File: config.mk
export PLATFORM = sky130hd
export DESIGN_NAME = updown_sequencer
export DESIGN_NICKNAME = d
export VERILOG_FILES = /design/src/rtl/updown_sequencer.sv
export SDC_FILE = /design/constraint.sdc
export NUM_CORES = 1
export LEC_CHECK = 0
export ABC_CLOCK_PERIOD_IN_PS = 2950
export CAP_MARGIN = 20
export CORE_AREA = 5 5 68 70
export CTS_CLUSTER_DIAMETER = 100
export DETAILED_ROUTE_END_ITERATION = 8
export DIE_AREA = 0 0 73 75
export GPL_ROUTABILITY_DRIVEN = 0
export PLACE_DENSITY_LB_ADDON = 0.2
export SYNTH_ARGS = -nofsm -noshare
export SYNTH_HDL_FRONTEND = slang
export SYNTH_SLANG_ARGS = --single-unit
File: constraint.sdc
create_clock -name clock_div -period 2.95 [get_ports clock_div]
set_input_delay 0.7375 -clock clock_div [delete_from_list [all_inputs] [get_ports clock_div]]
set_output_delay 0.7375 -clock clock_div [all_outputs]
set_load 0.005 [all_outputs]
File: src/rtl/updown_sequencer.sv
// updown_sequencer: run-mode controller for a 4-bit up/down counter.
// Drives counter direction and advance-enable from the counter's own value,
// supporting continuous up/down, ping-pong between limits, and run-to-target.
//
// state    | meaning
// ---------+-----------------------------------------------------------
// S_IDLE   | waiting for start; counter frozen
// S_RUN    | counter advancing under the latched mode
// S_PAUSED | run frozen while pause is high; direction held
// S_DONE   | single-cycle completion pulse, then back to S_IDLE
module updown_sequencer #(
   parameter int PASS_W = 8
) (
   input  logic              clock_div,
   input  logic              reset,
   input  logic              start,
   input  logic              stop,
   input  logic              pause,
   input  logic [1:0]        mode,
   input  logic [3:0]        low_limit,
   input  logic [3:0]        high_limit,
   input  logic [3:0]        target,
   input  logic [3:0]        count_in,
   output logic              up_down,
   output logic              cnt_en,
   output logic              busy,
   output logic              done,
   output logic              err,
   output logic [PASS_W-1:0] pass_cnt
);

   typedef enum logic [1:0] {
      S_IDLE   = 2'd0,
      S_RUN    = 2'd1,
      S_PAUSED = 2'd2,
      S_DONE   = 2'd3
   } state_t;

   localparam logic [1:0]        MODE_UP     = 2'd0;
   localparam logic [1:0]        MODE_DOWN   = 2'd1;
   localparam logic [1:0]        MODE_PING   = 2'd2;
   localparam logic [1:0]        MODE_TARGET = 2'd3;
   localparam logic [PASS_W-1:0] PASS_MAX    = '1;

   state_t            r_state;
   logic              r_dir;
   logic              r_done;
   logic              r_err;
   logic [PASS_W-1:0] r_pass;
   logic [1:0]        r_mode;
   logic [3:0]        r_low;
   logic [3:0]        r_high;
   logic [3:0]        r_target;

   logic w_at_target;
   logic w_turn;
   logic w_wrap;
   logic w_pass_inc;
   logic w_limits_bad;
   logic w_start_dir;

   // Decode of counter position against the latched run parameters.
   always_comb begin
      w_at_target  = (count_in == r_target);
      // Ping-pong turnaround: heading up at the ceiling or down at the floor.
      w_turn       = (r_mode == MODE_PING) &&
                     (r_dir ? (count_in == r_high) : (count_in == r_low));
      w_wrap       = ((r_mode == MODE_UP)   && (count_in == 4'hF)) ||
                     ((r_mode == MODE_DOWN) && (count_in == 4'h0));
      w_pass_inc   = (w_turn || w_wrap) && (r_pass != PASS_MAX);
      w_limits_bad = (mode == MODE_PING) && (low_limit >= high_limit);
      case (mode)
         MODE_UP:   w_start_dir = 1'b1;
         MODE_DOWN: w_start_dir = 1'b0;
         // Below or at the floor climbs; at or above the ceiling descends;
         // strictly inside the window starts upward.
         MODE_PING: w_start_dir = (count_in <= low_limit)  ? 1'b1 :
                                  (count_in >= high_limit) ? 1'b0 : 1'b1;
         default:   w_start_dir = (target > count_in);
      endcase
   end

   // Counter control is combinational so it drops in the same cycle the
   // state leaves RUN (including asynchronous reset).
   always_comb begin
      cnt_en   = (r_state == S_RUN) && !((r_mode == MODE_TARGET) && w_at_target);
      up_down  = ((r_state == S_RUN) && w_turn) ? ~r_dir : r_dir;
      busy     = (r_state == S_RUN) || (r_state == S_PAUSED);
      done     = r_done;
      err      = r_err;
      pass_cnt = r_pass;
   end

   // Sequencer FSM with latched run parameters and pass counter.
   always_ff @(posedge clock_div or negedge reset) begin
      if (!reset) begin
         r_state  <= S_IDLE;
         r_dir    <= 1'b1;
         r_done   <= 1'b0;
         r_err    <= 1'b0;
         r_pass   <= '0;
         r_mode   <= '0;
         r_low    <= '0;
         r_high   <= '0;
         r_target <= '0;
      end else begin
         r_done <= 1'b0;
         case (r_state)
            S_IDLE: begin
               if (start && !stop) begin
                  r_mode   <= mode;
                  r_low    <= low_limit;
                  r_high   <= high_limit;
                  r_target <= target;
                  r_pass   <= '0;
                  r_err    <= w_limits_bad;
                  if (!w_limits_bad) begin
                     r_dir   <= w_start_dir;
                     r_state <= S_RUN;
                  end
               end
            end
            S_RUN: begin
               // The counter steps on every RUN edge, so turnaround and pass
               // bookkeeping happen even on the edge that leaves RUN.
               if (w_turn) begin
                  r_dir <= ~r_dir;
               end
               if (w_pass_inc) begin
                  r_pass <= r_pass + 1'b1;
               end
               if (stop) begin
                  r_state <= S_DONE;
                  r_done  <= 1'b1;
               end else if (pause) begin
                  r_state <= S_PAUSED;
               end else if ((r_mode == MODE_TARGET) && w_at_target) begin
                  r_state <= S_DONE;
                  r_done  <= 1'b1;
               end
            end
            S_PAUSED: begin
               if (stop) begin
                  r_state <= S_DONE;
                  r_done  <= 1'b1;
               end else if (!pause) begin
                  r_state <= S_RUN;
               end
            end
            S_DONE: begin
               r_state <= S_IDLE;
            end
            default: begin
               r_state <= S_IDLE;
            end
         endcase
      end
   end

endmodule

# Word level (Yosys, flattened, before mapping)
# Index checks and enable logic that the tools add are counted.
# word_totals
word_cells	82
mem_bits_rw	0
regBits	27
inputBits	23
output_inout_bits	13
romBits	0
memories	0
latch_bits	0
# op_classes
add_sub_neg	1
n_bitwise	1
n_lt_le_gt_ge	4
n_eq_ne	19
multipliers	0
mux	25
reduce_logical	23
n_shift	0
n_div	0
# ops
operator	count
2-to-1 mux 8 bit	2
case mux 8 bit (2 select lines)	1
2-to-1 mux 2 bit	7
== test 4 bit	3
2-to-1 mux 1 bit	11
== test 2 bit (second input constant)	5
logical AND 1 bit	9
adder 8 x 1 -> 8 bit (second input constant)	1
greater-or-equal comparator 4 bit	2
inequality test 2 bit (second input constant)	4
inequality test 8 bit (second input constant)	1
case mux 2 bit (4 select lines)	1
AND reduction 4 bit	2
== test 2 x 1 -> 1 bit (second input constant)	3
logical NOT 2 bit	3
== test 4 bit (second input constant)	1
> comparator 4 bit	1
less-or-equal comparator 4 bit	1
logical NOT 4 bit	1
inequality test 4 x 3 -> 1 bit (second input constant)	1
case mux 1 bit (2 select lines)	2
logical OR 1 bit	3
inequality test 3 bit (second input constant)	1
case mux 1 bit (3 select lines)	1
5 further kinds	6

# Depth between registers and ports, before layout
# depth
ltp_word	7
ltp_mapped	8
mapped_depth_nobuf	7

# Least setup slack after synthesis
# Ideal clock, no wire load.
# synth_path
kind	input-to-reg
from	input port count_in[1]
to	register r_pass[0] (netlist: pass_cnt[0])
t_required_ns	2.825
cell_stages	6
setup_ns	0.125
path_buffers	1
slack_ns	0.613
arrival_time_ns	2.211
path_cell_list	inv_1 > or4_1 > a21oi_1 > o21a_1 > buf_6 > mux2_4
# synth_between
elab_chain_len	7
elab_cells_between_ends	13
classes_between	eq/ne: 4; mux: 1; reduce/logical: 8
# synth_rtl
element	line	text
start, declared	23	input logic [3:0] count_in,
== test 4 bit, or another cell as far along	67	(r_dir ? (count_in == r_high) : (count_in == r_low));
2-to-1 mux 1 bit, or another cell as far along	67	
logical AND 1 bit or logical OR 1 bit (tied branches)	66, 68	
logical OR 1 bit (*)	70	w_pass_inc = (w_turn || w_wrap) && (r_pass != PASS_MAX);
logical AND 1 bit (*)	70	
inequality test 2 bit (no line) (*)	-	
AND reduction 3 bit (no line) (*)	-	
end signal, assigned	130	r_pass <= r_pass + 1'b1;
end, declared	49	logic [PASS_W-1:0] r_pass;
# Mark *: on every way between the ends. The rest lies on a longest branch, timed or not.
# A chain may end at the register's enable or synchronous reset.

# Worst setup path after layout
# layout_path
from	register r_dir
to	output port up_down
# layout_between
elab_chain_len	4
elab_cells_between_ends	5
classes_between	mux: 2; bitwise: 1; reduce/logical: 2
# layout_rtl
element	line	text
start, declared	46	logic r_dir;
start signal, assigned	118	r_dir <= w_start_dir;
start signal, assigned	127	r_dir <= ~r_dir;
2-to-1 mux 1 bit	67	
logical AND 1 bit	66	w_turn = (r_mode == MODE_PING) &&
logical AND 1 bit	87	up_down = ((r_state == S_RUN) && w_turn) ? ~r_dir : r_dir;
2-to-1 mux 1 bit (*)	87	
end, declared	24	output logic up_down,
# Marked as above.

==> metrics.txt <==
status=completed; achievable clock frequency=353 MHz; fillers=350; PortBufs=35; CP max FO=5; initial antenna violation count=0; layout cell share with drive strength beyond 1=roughly 14%; clk sinks=27; Yosys top cell area share=between 30 and 40%; cell taking the most area after synthesis=dfrtp_1; starting density of the core=between 50% and 60%; Final Hold Viols=0; Synth Area in Compound Gates=about 18%; Final ANT Viol Nets=0; pin slew with the least headroom to its limit=0.424 ns; Inst Count DP=~320; number of global-route vias before repair=between 1500 and 2000; Mapped Avg Cell Area=between 9 and 10 sq um; CTS tree=yes; Area Growth Syn to Fin=30.7%; chip width=approximately 73 um; # rows=23; Post-DP Area=~2500 sq um; maximum clock path buffer count=2; CP Capture Type=primary output; final instance area=between 2000 and 3000 sq um; setup tns final=0 ns; Worst path max stage delay=slightly below 0.7 ns; Synth Instances=approximately 220; cts hold-fix bufs=0; crit path cell chain=mux2i_4 > mux2i_1 > nor4_1 > nand2_1 > xnor2_1 > clkbuf_2; mean routed wirelength per cell=roughly 14 um; total grt overflow=0; global-route wire length before repair=roughly 7.6 mm; xor and xnor area share after synthesis=3.50%; largest family of logic cells by synthesized area=simple AND/OR/NAND/NOR gates; top_reg_cell synth=dfrtp_1; slowest cell on the critical path=dfstp_2; Hold Path Class=reg -> reg; Reg clk slew, reported paths=~0.10 ns; post-route minimum period=~2.8 ns; vias=approximately 1800; DP Worst Slack=-0.443 ns; maximum VDD drop=roughly 460 uV; crit path launch type=register; die area=roughly 5500 sq um; Cell Area, Synth=approximately 2000 sq um; worst-skew pair later-pin latency=0.28 ns; fin nets=between 300 and 400; EDFF count, synth=0; RSZ-0062 raised after global routing=false; Crit Path Category=reg -> out; Worst EP arrival=2.09 ns; TritonRoute pass-1 iters=4; worst rel slew slack=71.7%; pin count of the biggest net entering global routing=28; cts bufs inserted=3; Seq cells post-synth=27; CP Data Required Time=2.21 ns; ys async rst share=100%; number of diodes=0; # Max-Cap Violations=0; core area=between 3000 and 4000 sq um; Layout Skew=just under 0.007 ns; Syn Nets=between 200 and 300; sequential area share after synthesis=approximately 34%; htree depth=1; final period utilization=between 90% and 100%; post-route setup slack=~0.12 ns; Yosys cell types=46; Worst R2R Setup Slack=between 0.6 and 0.7 ns; Post-Synth Adder-Cell Area=around an eighth; P per Cell Area=around 840 nW/um^2; ranking of synthesized cells by area=dfrtp_1 (33%), ha_1 (13%), o211ai_1 (4.5%); synth warn=0; DIE HEIGHT=~75 um; drt first-iter violations=roughly 130; vias per cell=5.53; WL final=4.57 mm; All-Layer GR Usage=17.7%; Final Instance Count excl. Fillers=320; mux cell area share after synthesis=roughly 6.6%; clock root cell=clkbuf_8; Max Slew Vio Count=0; final core utilization=roughly two thirds; I/O pin count=36; detailed placement HPWL=around 3.6 mm; # setup viols final=0; Remaining DRCs=0; leakage=1.20 nW; Simple-Gate Fraction of Synth Area=between 10% and 20%
[routing by layer]
metal	up-vias	routed length (um)	global-route usage, %
met4	0	15	2.66
met5	-	0	0
met2	38	2280	31.9
met3	2	177	3.07
li1	888	-	-
met1	841	2100	22.6
[synth_stat cells (all sizes together), types with 2 or more instances]
cell	count
nor2	5
a211oi	3
nand4	4
o21ai	16
nand3	8
clkbuf	4
and3	3
and2	3
nand3b	2
nor2b	3
dfrtp	26
inv	23
nor3	3
mux2	6
xor2	3
buf	2
xnor2	5
o211ai	12
mux2i	6
nor3b	4
nand2	20
ha	21
nand2b	6
a221oi	2
a21oi	7
[registers in the layout, summed over array words and instances, names as in the netlist]
signal / cells
r_target: 4
done: 1
err: 1
r_high: 4
pass_cnt: 8
r_mode: 2
r_state: 2
r_dir: 1
r_low: 4
[cells by family after synthesis]
kind of cell / count (synthesis)
buffers and inverters: 29
multiplexers: 12
AO/OA/AOI/OAI: 52
AND/OR/NAND/NOR: 68
adder cells (fa/ha/maj): 21
flip-flops: 27
XOR/XNOR: 8
[worst max-delay path: cells and delay by family, from the launching register on]
kind,cells,cell delay [ns]
buffers and inverters,1,0.13
DFF,1,0.68
and+or+nand+nor,2,0.43
muxes,2,0.42
xor gates and xnor gates,1,0.15
[power breakdown]
group          switching, mW  internal [mW]
clock network          0.120         0.0948
logic                  0.560          0.684
registers              0.194          0.554
total                  0.873           1.33
[metrics by stage]
step                hold WS, ns  power [mW]
floorplan                 0.442        1.43
global placement          0.463        1.89
detailed placement        0.480        1.93
CTS                       0.503        2.18
global route              0.545        2.40
finish                    0.507        2.21
[layout make-up]
type / instances / area, sq um / area share (%)
clock buffers: 3 / 41.3 / 1.58
clock inverters: 1 / 5.00 / 0.191
inverters: 23 / 86.3 / 3.30
multi-input cells: 161 / 1250 / 47.7
flip-flops and latches: 27 / 677 / 25.9
well taps: 50 / 62.6 / 2.39
repair buffers: 55 / 497 / 19.0
[worst paths after layout]
check | start | to | cells past startpoint
worst min-delay path | r_low[0]$_DFFE_PN0P_ | r_low[0]$_DFFE_PN0P_ | 2
max in group asynchronous | reset | r_dir$_DFFE_PN1P_ | 2
worst max register to register | r_dir$_DFFE_PN1P_ | r_dir$_DFFE_PN1P_ | 7
worst max-delay path | r_dir$_DFFE_PN1P_ | up_down | 6
min in group asynchronous | reset | r_high[0]$_DFFE_PN0P_ | 2
worst min register to register | r_low[0]$_DFFE_PN0P_ | r_low[0]$_DFFE_PN0P_ | 2
[what timing repair did]
action	CTS	global route
pin swaps	2	3
gates cloned	0	0
resized for setup	10	7
setup endpoints to repair	2	2
setup buffers	1	0
[layout by cell type, fill, tap and decap left out, types with 2 or more instances in the layout]
| cell type | n |
|---|---|
| nand3_1 | 8 |
| o211ai_1 | 12 |
| xor2_1 | 3 |
| and2_1 | 3 |
| dfrtp_1 | 26 |
| and3_1 | 3 |
| clkdlybuf4s50_1 | 29 |
| ha_1 | 21 |
| nor3_1 | 2 |
| nor2_1 | 5 |
| o21ai_0 | 16 |
| nand2_1 | 20 |
| nand4_1 | 4 |
| buf_4 | 19 |
| a21oi_1 | 7 |
| mux2i_4 | 2 |
| dlygate4sd2_1 | 4 |
| mux2_2 | 5 |
| clkbuf_8 | 3 |
| a221oi_1 | 2 |
| mux2i_1 | 3 |
| nor2b_1 | 3 |
| nand2b_1 | 6 |
| inv_1 | 23 |
| nand3b_1 | 2 |
| nor3b_1 | 3 |
| a211oi_1 | 3 |
| xnor2_1 | 4 |
Power figures use the tool's default switching activity.
